**src/rtl/bcd_arbiter.sv**
```systemverilog
// ----------------------------------------------------------------------------
// bcd_arbiter
//   Round-robin arbiter/sequencer sharing one double_dabble binary-to-BCD
//   converter among NUM_REQ requesters. One conversion is in flight at a time;
//   the result (or a timeout abort) is returned to the winning requester with
//   a one-cycle resp_valid pulse.
//
// Ports
//   clk_i                system clock
//   rst_ni               asynchronous active-low reset
//   req_valid_i          per-requester request level, held until req_ack_o
//   req_data_i           requester i value in [i*DATA_IN_BITS +: DATA_IN_BITS]
//   req_ack_o            one-hot, one-cycle pulse when a request is latched
//   resp_valid_o         one-hot, one-cycle pulse carrying the result
//   resp_error_o         qualifies resp_valid_o; 1 = watchdog abort
//   resp_data_o          BCD digits, digit 0 (ones) in the LSBs
//   dd_data_in_ready_o   converter start, one-cycle pulse (during ISSUE)
//   dd_data_in_o         value to convert, stable from ISSUE until IDLE
//   dd_data_out_ready_i  converter done
//   dd_data_out_i        converter digits, flattened like resp_data_o
//   busy_o               high in every state except IDLE
// ----------------------------------------------------------------------------
module bcd_arbiter #(
  parameter int unsigned NUM_REQ        = 2,
  parameter int unsigned DATA_IN_BITS   = 12,
  parameter int unsigned DATA_OUT_BITS  = 4,
  parameter int unsigned DATA_OUT_WIDTH = 4,
  parameter int unsigned TIMEOUT_BITS   = 8
) (
  input  logic                                    clk_i,
  input  logic                                    rst_ni,
  input  logic [NUM_REQ-1:0]                      req_valid_i,
  input  logic [NUM_REQ*DATA_IN_BITS-1:0]         req_data_i,
  output logic [NUM_REQ-1:0]                      req_ack_o,
  output logic [NUM_REQ-1:0]                      resp_valid_o,
  output logic                                    resp_error_o,
  output logic [DATA_OUT_BITS*DATA_OUT_WIDTH-1:0] resp_data_o,
  output logic                                    dd_data_in_ready_o,
  output logic [DATA_IN_BITS-1:0]                 dd_data_in_o,
  input  logic                                    dd_data_out_ready_i,
  input  logic [DATA_OUT_BITS*DATA_OUT_WIDTH-1:0] dd_data_out_i,
  output logic                                    busy_o
);

  localparam int unsigned OUT_W = DATA_OUT_BITS * DATA_OUT_WIDTH;
  localparam int unsigned IDX_W = (NUM_REQ > 1) ? $clog2(NUM_REQ) : 1;

  localparam logic [1:0] S_IDLE    = 2'd0;
  localparam logic [1:0] S_ISSUE   = 2'd1;
  localparam logic [1:0] S_WAIT    = 2'd2;
  localparam logic [1:0] S_RESPOND = 2'd3;

  localparam logic [TIMEOUT_BITS-1:0] WD_MAX    = '1;
  localparam logic [IDX_W-1:0]        LAST_INIT = IDX_W'(NUM_REQ - 1);

  // State and datapath registers
  logic [1:0]              state_q,  state_d;
  logic [IDX_W-1:0]        owner_q,  owner_d;
  logic [IDX_W-1:0]        last_q,   last_d;
  logic [TIMEOUT_BITS-1:0] wd_q,     wd_d;
  logic                    err_q,    err_d;

  // Registered outputs
  logic [NUM_REQ-1:0]      req_ack_q,    req_ack_d;
  logic [NUM_REQ-1:0]      resp_valid_q, resp_valid_d;
  logic                    resp_error_q, resp_error_d;
  logic [OUT_W-1:0]        resp_data_q,  resp_data_d;
  logic                    dd_ready_q,   dd_ready_d;
  logic [DATA_IN_BITS-1:0] dd_in_q,      dd_in_d;
  logic                    busy_q,       busy_d;

  // Round-robin search results
  logic                    grant_found;
  logic [IDX_W-1:0]        grant_idx;
  logic [IDX_W-1:0]        cand;
  logic [DATA_IN_BITS-1:0] grant_data;

  // Round robin: scan from last_q+1 upward with wrap, first active request wins
  always_comb begin
    grant_found = 1'b0;
    grant_idx   = '0;
    cand        = '0;
    for (int unsigned k = 1; k <= NUM_REQ; k++) begin
      cand = IDX_W'((32'(last_q) + k) % NUM_REQ);
      if (!grant_found && req_valid_i[cand]) begin
        grant_found = 1'b1;
        grant_idx   = cand;
      end
    end
  end

  // Select the winner's data slice
  always_comb begin
    grant_data = '0;
    for (int unsigned i = 0; i < NUM_REQ; i++) begin
      if (grant_idx == IDX_W'(i)) begin
        grant_data = req_data_i[i*DATA_IN_BITS +: DATA_IN_BITS];
      end
    end
  end

  // Next-state and next-output logic
  always_comb begin
    state_d      = state_q;
    owner_d      = owner_q;
    last_d       = last_q;
    wd_d         = wd_q;
    err_d        = err_q;
    req_ack_d    = '0;
    resp_valid_d = '0;
    resp_error_d = 1'b0;
    resp_data_d  = resp_data_q;
    dd_ready_d   = 1'b0;
    dd_in_d      = dd_in_q;

    case (state_q)
      S_IDLE: begin
        if (grant_found) begin
          owner_d    = grant_idx;
          dd_in_d    = grant_data;
          req_ack_d  = NUM_REQ'(1) << grant_idx;
          // Start pulse is registered here so it is visible for the ISSUE cycle
          dd_ready_d = 1'b1;
          state_d    = S_ISSUE;
        end
      end

      S_ISSUE: begin
        // Converter done is deliberately not sampled here (stale done guard)
        wd_d    = '0;
        state_d = S_WAIT;
      end

      S_WAIT: begin
        // Done has priority over watchdog expiry in the same cycle
        if (dd_data_out_ready_i) begin
          resp_data_d = dd_data_out_i;
          err_d       = 1'b0;
          state_d     = S_RESPOND;
        end else if (wd_q == WD_MAX) begin
          resp_data_d = '0;
          err_d       = 1'b1;
          state_d     = S_RESPOND;
        end else begin
          wd_d = wd_q + TIMEOUT_BITS'(1);
        end
      end

      S_RESPOND: begin
        resp_valid_d = NUM_REQ'(1) << owner_q;
        resp_error_d = err_q;
        last_d       = owner_q;
        state_d      = S_IDLE;
      end

      default: begin
        state_d = S_IDLE;
      end
    endcase

    busy_d = (state_d != S_IDLE);
  end

  // State and output registers
  always_ff @(posedge clk_i or negedge rst_ni) begin
    if (!rst_ni) begin
      state_q      <= S_IDLE;
      owner_q      <= '0;
      last_q       <= LAST_INIT;
      wd_q         <= '0;
      err_q        <= 1'b0;
      req_ack_q    <= '0;
      resp_valid_q <= '0;
      resp_error_q <= 1'b0;
      resp_data_q  <= '0;
      dd_ready_q   <= 1'b0;
      dd_in_q      <= '0;
      busy_q       <= 1'b0;
    end else begin
      state_q      <= state_d;
      owner_q      <= owner_d;
      last_q       <= last_d;
      wd_q         <= wd_d;
      err_q        <= err_d;
      req_ack_q    <= req_ack_d;
      resp_valid_q <= resp_valid_d;
      resp_error_q <= resp_error_d;
      resp_data_q  <= resp_data_d;
      dd_ready_q   <= dd_ready_d;
      dd_in_q      <= dd_in_d;
      busy_q       <= busy_d;
    end
  end

  assign req_ack_o          = req_ack_q;
  assign resp_valid_o       = resp_valid_q;
  assign resp_error_o       = resp_error_q;
  assign resp_data_o        = resp_data_q;
  assign dd_data_in_ready_o = dd_ready_q;
  assign dd_data_in_o       = dd_in_q;
  assign busy_o             = busy_q;

endmodule
```
**config.mk**
```make
export PLATFORM = sky130hd
export DESIGN_NAME = bcd_arbiter
export DESIGN_NICKNAME = d
export VERILOG_FILES = /design/src/rtl/bcd_arbiter.sv
export SDC_FILE = /design/constraint.sdc
export NUM_CORES = 1
export LEC_CHECK = 0
export CORE_UTILIZATION = 48
export CTS_BUF_LIST = sky130_fd_sc_hd__clkbuf_2 sky130_fd_sc_hd__clkbuf_4 sky130_fd_sc_hd__clkbuf_8
export DETAILED_ROUTE_END_ITERATION = 16
export PLACE_DENSITY_LB_ADDON = 0.05
export SLEW_MARGIN = 20
export SYNTH_ARGS = -nofsm -noshare
export SYNTH_HDL_FRONTEND = slang
export SYNTH_SLANG_ARGS = --single-unit
```
**constraint.sdc**
```tcl
create_clock -name clk_i -period 2.55 [get_ports clk_i]
set_clock_uncertainty 0.05 [all_clocks]
set_input_delay 0.3825 -clock clk_i [delete_from_list [all_inputs] [get_ports clk_i]]
set_output_delay 0.3825 -clock clk_i [all_outputs]
set_load 0.02 [all_outputs]
```
==> impl_metrics.yaml, run 1 <==
run_status:
  status: "complete, no violations"
die:
  die-height_um: 67.6
  design.core.area_mm2: 0.00406
  pin_count: 80
  initial_core_util_pct: 50.8
  fp.dieArea_mm2: 0.00456
  rows: 23
  die_w_um: 67.6
placement:
  place.detailed.instances: 298
  post_dp_cell_area_mm2: 0.00289
  globalplace.congestion: 0.785
  portBuffers: 79
  hpwlAfterDp_um: 3320
clock_network:
  cts_tree: "built"
  numClockSinks: 48
  numCtsBuffers: 5
  cts_setup_buffers: 0
  clock_latency_ns: 0.28
  cts_root_buf: "clkbuf_8"
  max-clock-path-buffers: 2
  path_clk_slew_ns: 0.08
  cts.htree.levels: 2
final_layout:
  layout_commonest_cell: "clkdlybuf4s50_1"
  final_cells: 307
  final_cell_mix: "78 x clkdlybuf4s50_1, 47 x dfrtp_1, 19 x nand2_1"
  drive_gt1_share_pct: 7.00
  fin_area_mm2: 0.00301
  area_growth_pct: 46.0
  diodes: 0
  final_util_pct: 74.3
  fill_cells: 279
  finalNetCount: 306
global_routing:
  antenna_found_initial: 0
  grtUsageMet1_pct: 25.8
  grt_use_total_pct: 21.2
  use_met2_pct: 35.1
  grt_max_degree: 36
  busiest_layer: "met2"
  grt_use_met3_pct: 5.41
  grt_pass1_vias: 1569
  overflow: 0
  grt_pass1_wl_um: 7110
drt:
  first_pass_iters: 4
  wl_per_cell_um: 14.4
  drtIter0Drc: 67
  ant_nets: 0
  viasPerCell: 5.33
  dr_total_vias: 1637
  wl_um: 4440
  drc_errors: 0
power:
  p_leak_nw: 1.36
  power_mw: 3.33
  ir_drop_uv: 642
  powerDensity_mw_per_mm2: 1110
worst_setup_path:
  reg2reg_depth: 6
  crit_required_ns: 2.68
  start_kind: "register"
  critPathKind: "reg2reg"
  reg2reg_from: "state_q[0]"
  cp_max_fo: 17
  crit_path_end_kind: "register"
  rr_endpoint: "wd_q[0]"
  arrival_ns: 2.06
  rrSetupSlack_ns: 0.62
flow_run:
  cap_violations: 0
synthesis:
  syn_inst: 172
  synth-edff-count: 0
  synth_area_leader_cell: "dfrtp_1"
  synth_seq_cells: 48
  syn_nets: 222
  synth_area_leaders: "dfrtp_1 57%, mux2i_1 7.3%, a22o_1 6.8%, nand2_1 3.5%, o21ai_1 3.4%"
  async_flop_share_pct: 100
  avgSynthCellArea_um2: 12.0
  yosysWarnings: 0
  synth_flop_cell: "dfrtp_1"
  synth_top_area_share_pct: 57.0
  synth_cell_types: 39
  seq_area_frac_synth_pct: 58.3
  syn_area_mm2: 0.00206
timing:
  max-slew-margin-rel_pct: 67.3
  setup_viol: 0
  slew_violations: 0
  post-route-min-period_ns: 1.93
  timing.final.crit_share_pct: 75.5
  timing.fmax_ghz: 0.519
  tightest_slew_ns: 0.491
  hold_viol: 0
  fin_setup_tns_ns: 0
  grt_setup_unrepaired: "no"
min_path:
  holdPathStages: 1
  min-delay-start: "owner_q"
  whs_endpoint: "resp_valid_o[0]"
  hp-class: "reg2reg"
[per-stage QoR]
step | hold WS [ns] | setup WS, ns
after floorplan | 0.0369 | 0.882
after global placement | 0.234 | 0.685
after detailed placement | 0.246 | 0.627
after CTS | 0.429 | 0.633
after global routing | 0.446 | 0.490
final | 0.428 | 0.624
[state kept, by name (all words and copies together) (netlist names)]
name and cells:
resp_data_o 16, dd_data_in_o 12, wd_q 8, req_ack_o 2
resp_valid_o 2, state_q 2, busy_o 1, dd_data_in_ready_o 1
err_q 1, last_q 1, owner_q 1, resp_error_o 1
[repair_timing]
action,CTS,global route
hold endpoints to repair,13,0
hold buffers,1,0
gates resized for setup,0,0
[worst max-delay path by stage]
stage	cells after the start	slack [ns]	to	start
final	6	0.62	wd_q[0]	state_q[0]
after floorplan	8	0.88	resp_data_o[10]	state_q[0]
after detailed placement	5	0.63	wd_q[0]	dd_data_out_ready_i
after CTS	6	0.63	wd_q[0]	state_q[0]
after global routing	6	0.49	wd_q[0]	state_q[0]
after global placement	5	0.68	wd_q[0]	dd_data_out_ready_i
[per-layer routing]
| layer | up-vias | share of wire, % |
|---|---|---|
| met5 | - | 0 |
| met4 | 0 | 0.86 |
| met3 | 2 | 7.6 |
| met2 | 63 | 49 |
| met1 | 783 | 42 |
| li1 | 789 | - |
[worst max-delay path, stage by stage, from the launching register on]
cell and delay [ns]:
dfrtp_1 0.42, inv_1 0.08, ha_1 0.34, and2_1 0.23, a31oi_4 0.42, nand3b_1 0.14
o21a_1 0.13
[synth_stat cells (3+ instances only)]
cell type / number
dfrtp_1: 47
nand2_1: 19
a22o_1: 16
mux2i_1: 15
o21ai_1: 14
nor2_1: 6
ha_1: 5
and2_1: 4
inv_1: 4
a21oi_1: 3
nor3_1: 3
[layout make-up]
cell class | instances | area [um^2] | area share, %
clock inverter | 2 | 35.0 | 1.16
tap | 50 | 62.6 | 2.08
inverter | 4 | 15.0 | 0.498
sequential | 48 | 1200 | 39.9
multi-input combinational | 113 | 796 | 26.4
clock buffer | 6 | 76.3 | 2.53
timing repair buffer | 84 | 826 | 27.4
[where the power goes]
part / switching, mW / internal (mW) / leakage, nW / total (mW)
Sequential: 0.171 / 1.06 / 0.609 / 1.23
Clock: 0.227 / 0.301 / 0.0586 / 0.528
Combinational: 0.796 / 0.775 / 0.691 / 1.57
Total: 1.19 / 2.14 / 1.36 / 3.33
[kinds of logic after synthesis]
logic type / synth area share, %
fa+ha+maj: 3.03
compound gates: 17.0
flops: 58.3
buf+inv: 3.15
mux: 7.82
simple gates: 10.7
(Power assumes the default switching activity.)
==> run 2: changes to the inputs <==
--- a/config.mk
+++ b/config.mk
@@ -5,7 +5,7 @@
 export SDC_FILE = /design/constraint.sdc
 export NUM_CORES = 1
 export LEC_CHECK = 0
-export CORE_UTILIZATION = 48
+export CORE_UTILIZATION = 41
 export CTS_BUF_LIST = sky130_fd_sc_hd__clkbuf_2 sky130_fd_sc_hd__clkbuf_4 sky130_fd_sc_hd__clkbuf_8
 export DETAILED_ROUTE_END_ITERATION = 16
 export PLACE_DENSITY_LB_ADDON = 0.05
==> constraint.sdc (replaced) <==
create_clock -name clk_i -period 1.56 [get_ports clk_i]
set_clock_uncertainty 0.05 [all_clocks]
set_input_delay 0.234 -clock clk_i [delete_from_list [all_inputs] [get_ports clk_i]]
set_output_delay 0.234 -clock clk_i [all_outputs]
set_load 0.02 [all_outputs]
==> impl_metrics.yaml, run 2 (same netlist as run 1, synthesis figures left out) <==
run_status:
  status: "complete, but fails checks"
  failed_checks: "setup timing"
global_routing:
  grt_pass1_vias: 1593
  overflow: 0
  antenna_found_initial: 0
  grt_use_total_pct: 18.2
  grt_pass1_wl_um: 7360
  grt_max_degree: 28
worst_setup_path:
  crit_required_ns: 1.69
  cp_max_fo: 3
  crit_start: "wd_q[0]"
  crit_path_end_kind: "register"
  start_kind: "register"
  critPathKind: "reg2reg"
  arrival_ns: 1.70
  reg2reg_from: "wd_q[0]"
clock_network:
  path_clk_slew_ns: 0.09
  cts_tree: "built"
  numClockSinks: 48
  cts_root_buf: "clkbuf_8"
  cts.htree.levels: 2
  max-clock-path-buffers: 2
  clock_latency_ns: 0.29
  numCtsBuffers: 5
drt:
  wl_um: 4710
  viasPerCell: 4.90
  ant_nets: 0
  dr_total_vias: 1675
  drtIter0Drc: 72
  wl_per_cell_um: 13.8
  first_pass_iters: 4
  drc_errors: 0
final_layout:
  drive_gt1_share_pct: 15.3
  largest_reg_flops: 16
  area_growth_pct: 61.1
  layout_commonest_cell: "clkdlybuf4s50_1"
  fin_area_mm2: 0.00332
  diodes: 0
  fill_cells: 392
  final_cell_mix: "52 x clkdlybuf4s50_1, 47 x dfrtp_1, 21 x dlymetal6s2s_1"
  finalNetCount: 324
power:
  p_comb_share_pct: 49.5
  p_leak_nw: 1.75
  intPower_mw: 3.65
  p_seq_share_pct: 35.1
  clkPwrFrac_pct: 15.4
  switchingPower_mw: 2.05
  switching_share_pct: 35.9
  powerDensity_mw_per_mm2: 1710
  ir_drop_uv: 961
timing:
  fin_setup_tns_ns: -0.0175
  grt_setup_unrepaired: "yes"
  slew_violations: 0
  timing.fmax_ghz: 0.635
  hold_viol: 0
  setup_viol: 3
  timing.final.crit_share_pct: 101
  post-route-min-period_ns: 1.57
  setup_ws_ns: -0.0144
  max-slew-margin-rel_pct: 77.7
  tightest_slew_ns: 0.335
placement:
  hpwlAfterDp_um: 3390
  portBuffers: 79
  globalplace.congestion: 0.878
  post_dp_cell_area_mm2: 0.00310
  dp_slack_ns: -0.0462
die:
  design.core.area_mm2: 0.00479
  rows: 25
  initial_core_util_pct: 43.1
  die-height_um: 72.9
  pin_count: 80
  die_w_um: 72.9
  fp.dieArea_mm2: 0.00532
min_path:
  hp-class: "in2async"
flow_run:
  cap_violations: 0
## run 2: cell count changes in the layout (fill, tap and decap cells not counted), sizes merged
cell | previous run | this run
buf | 5 | 22
clkbuf | 6 | 7
dlymetal6s2s | 0 | 21
dlygate4sd2 | 0 | 5
clkdlybuf4s50 | 78 | 52
## run 2: metrics by stage
step | util [%] | power, mW | cells | hold WS [ns]
2_1_floorplan | - | 3.50 | 172 | -0.112
3_3_place_gp | 64.8 | 4.82 | 331 | 0.104
3_5_place_dp | 64.8 | 4.86 | 331 | 0.102
4_1_cts | 67.4 | 5.74 | 340 | 0.319
5_1_grt | 69.5 | 6.08 | 342 | 0.352
6_report | 69.5 | 5.70 | 342 | 0.314
## run 2: what timing repair did
item / CTS / global route
endpoints found under the setup margin: 6 / 40
cloned: 0 / 1
buffers inserted: 0 / 1
gates resized for setup: 6 / 23
hold endpoints to repair: 11 / 0
hold buffers: 1 / 0
pin swaps: 1 / 1
## run 2: final timing paths
| path | cells past startpoint | end | slack (ns) |
|---|---|---|---|
| max | 5 | busy_o | -0.01 |
| min | 2 | resp_data_o[2] | 0.31 |
| max reg2reg | 5 | busy_o | -0.01 |
| min reg2reg | 2 | dd_data_in_o[11] | 0.44 |
| max in group asynchronous | 3 | last_q | 0.60 |
| min in group clk_i | 2 | dd_data_in_o[11] | 0.44 |
## run 2: power groups by stage
stage               Clock [mW]  Combinational (mW)  Sequential, mW
floorplan                    0               0.995            2.51
global placement             0                2.82            2.00
CTS                      0.914                2.83            2.00
global route             0.962                3.06            2.06
finish                   0.879                2.82            2.00
detailed placement           0                2.84            2.01
## run 2: worst max-delay path, cell delays in order (launching register included)
cell and delay [ns]:
dfrtp_1 0.42, ha_4 0.18, and3_4 0.15, a21o_1 0.19
o31a_1 0.26, or2_1 0.20
## run 2: per-layer routing
metal	up-vias	global-route usage, %	wire length, um
met5	-	0	0
met4	0	6.97	42
met3	4	3.59	213
met2	49	30.3	2340
met1	795	23.6	2120
li1	827	-	-
## run 2: cell type report
type / count / area [um^2] / area share, %
multi-input combinational: 113 / 837 / 25.2
tap: 67 / 83.8 / 2.52
sequential: 48 / 1200 / 36.2
clock inverter: 2 / 35.0 / 1.05
inverter: 4 / 15.0 / 0.452
timing repair buffer: 102 / 1070 / 32.3
clock buffer: 6 / 76.3 / 2.30
==> run 3: changes to the inputs <==
--- a/config.mk
+++ b/config.mk
@@ -9,6 +9,7 @@
 export CTS_BUF_LIST = sky130_fd_sc_hd__clkbuf_2 sky130_fd_sc_hd__clkbuf_4 sky130_fd_sc_hd__clkbuf_8
 export DETAILED_ROUTE_END_ITERATION = 16
 export PLACE_DENSITY_LB_ADDON = 0.05
+export REMOVE_ABC_BUFFERS = 1
 export SLEW_MARGIN = 20
 export SYNTH_ARGS = -nofsm -noshare
 export SYNTH_HDL_FRONTEND = slang
==> impl_metrics.yaml, run 3 (same netlist as run 1, synthesis figures left out) <==
timing:
  slew_violations: 0
  grt_setup_unrepaired: "yes"
  tightest_slew_ns: 0.412
  timing.fmax_ghz: 0.644
  timing.final.crit_share_pct: 99.5
  hold_viol: 0
  max-slew-margin-rel_pct: 72.6
  setup_viol: 0
  post-route-min-period_ns: 1.55
  setup_ws_ns: 0.00767
  fin_setup_tns_ns: 0
drt:
  drtIter0Drc: 74
  met1Wirelength_um: 2110
  wl_met2_um: 2130
  dr_total_vias: 1703
  highest_layer: "met4"
  wl_per_cell_um: 13.5
  drc_errors: 0
  wl_um: 4610
  first_pass_iters: 4
  wl_met3_um: 311
  viasPerCell: 4.98
  ant_nets: 0
die:
  fp.dieArea_mm2: 0.00532
  rows: 25
  design.core.area_mm2: 0.00479
  die-height_um: 72.9
  initial_core_util_pct: 43.1
  die_w_um: 72.9
  pin_count: 80
worst_setup_path:
  reg2reg_depth: 5
  critPathKind: "reg2reg"
  rr_endpoint: "busy_o"
  path_buf_inv: 0
  reg2reg_from: "wd_q[1]"
  crit_start: "wd_q[1]"
  crit_family: "compound AO/OA/AOI/OAI gates"
  crit_path_end_kind: "register"
  cp_max_fo: 3
  crit_required_ns: 1.70
  crit_chain: "ha_2, and3_4, a21o_1, o31a_1, or2_1"
  cp_slowest_cell: "dfrtp_1"
  rrSetupSlack_ns: 0.008
  crit_path_max_incr_delay_ns: 0.39
  arrival_ns: 1.69
  start_kind: "register"
power:
  switching_share_pct: 36.7
  powerDensity_mw_per_mm2: 1670
  p_leak_nw: 1.76
  switchingPower_mw: 2.03
  clkPwrFrac_pct: 14.1
  ir_drop_uv: 1010
  p_comb_share_pct: 50.1
  intPower_mw: 3.49
  p_seq_share_pct: 35.8
placement:
  globalplace.congestion: 0.811
  post_dp_cell_area_mm2: 0.00309
  portBuffers: 79
  dp_slack_ns: -0.0787
  hpwlAfterDp_um: 3380
min_path:
  hp-class: "in2async"
final_layout:
  drive_gt1_share_pct: 16.0
  diodes: 0
  final_cell_mix: "48 x clkdlybuf4s50_1, 47 x dfrtp_1, 23 x dlymetal6s2s_1"
  regArea_mm2: 0.00120
  final_util_pct: 68.8
  area_growth_pct: 59.6
  layout_commonest_cell: "clkdlybuf4s50_1"
  fin_area_mm2: 0.00329
  multi_input_area_um2: 831
  finalNetCount: 324
  largest_reg_flops: 16
  fill_cells: 374
global_routing:
  antenna_found_initial: 0
  grt_pass1_vias: 1628
  grt_max_degree: 33
  overflow: 0
  grt_use_total_pct: 19.0
  grt_pass1_wl_um: 7570
clock_network:
  cts_root_buf: "clkbuf_8"
  numClockSinks: 48
  path_clk_slew_ns: 0.08
  cts.htree.levels: 2
  numCtsBuffers: 5
  max-clock-path-buffers: 2
  cts_tree: "built"
  clock_latency_ns: 0.30
run_status:
  status: "complete, no violations"
flow_run:
  cap_violations: 0
-- run 3: cell types whose count changed in the layout (fill, tap and decap cells not counted), moves of 2 or more --
| cell | delta |
|---|---|
| ha_4 | -2 |
| ha_2 | +2 |
| dlymetal6s2s_1 | +2 |
| dlygate4sd2_1 | +2 |
| clkdlybuf4s50_1 | -4 |
-- run 3: final cells by class --
class / instances / area share, %
Clock buffer: 8 / 2.96
Inverter: 4 / 0.456
Multi-Input combinational cell: 113 / 25.2
Sequential cell: 48 / 36.5
Tap cell: 67 / 2.55
Timing Repair Buffer: 102 / 32.3
-- run 3: worst max-delay path by stage --
stage	to	slack (ns)	cells past startpoint
finish	busy_o	0.008	5
global route	busy_o	-0.08	5
CTS	busy_o	-0.002	5
detailed placement	wd_q[3]	-0.08	5
global placement	wd_q[3]	-0.05	5
floorplan	wd_q[0]	-0.30	6
-- run 3: power groups by stage --
stage               Sequential [mW]  Clock, mW  Combinational, mW
finish                         1.98      0.776               2.76
global route                   2.04      0.874               2.98
CTS                            1.99      0.810               2.82
detailed placement             2.01          0               2.86
global placement               1.99          0               2.83
floorplan                      2.51          0              0.900
-- run 3: timing repair --
item / in CTS / in global routing
setup endpoints to repair: 10 / 38
endpoints found under the hold margin: 15 / 0
resized for setup: 10 / 30
pin swaps: 0 / 3
hold buffers: 1 / 0
buffers inserted: 0 / 1
-- run 3: through the flow --
| step | hold WS [ns] | total power, mW | instances |
|---|---|---|---|
| floorplan | -0.112 | 3.41 | 165 |
| global placement | 0.134 | 4.81 | 332 |
| detailed placement | 0.136 | 4.87 | 332 |
| CTS | 0.350 | 5.61 | 341 |
| global route | 0.373 | 5.90 | 342 |
| finish | 0.352 | 5.52 | 342 |
-- run 3: per-layer routing --
metal  track usage (%)  up-vias
met5                 0        -
met4              6.54        0
met3              5.94        6
met2              29.5       51
met1              25.3      818
li1                  -      828
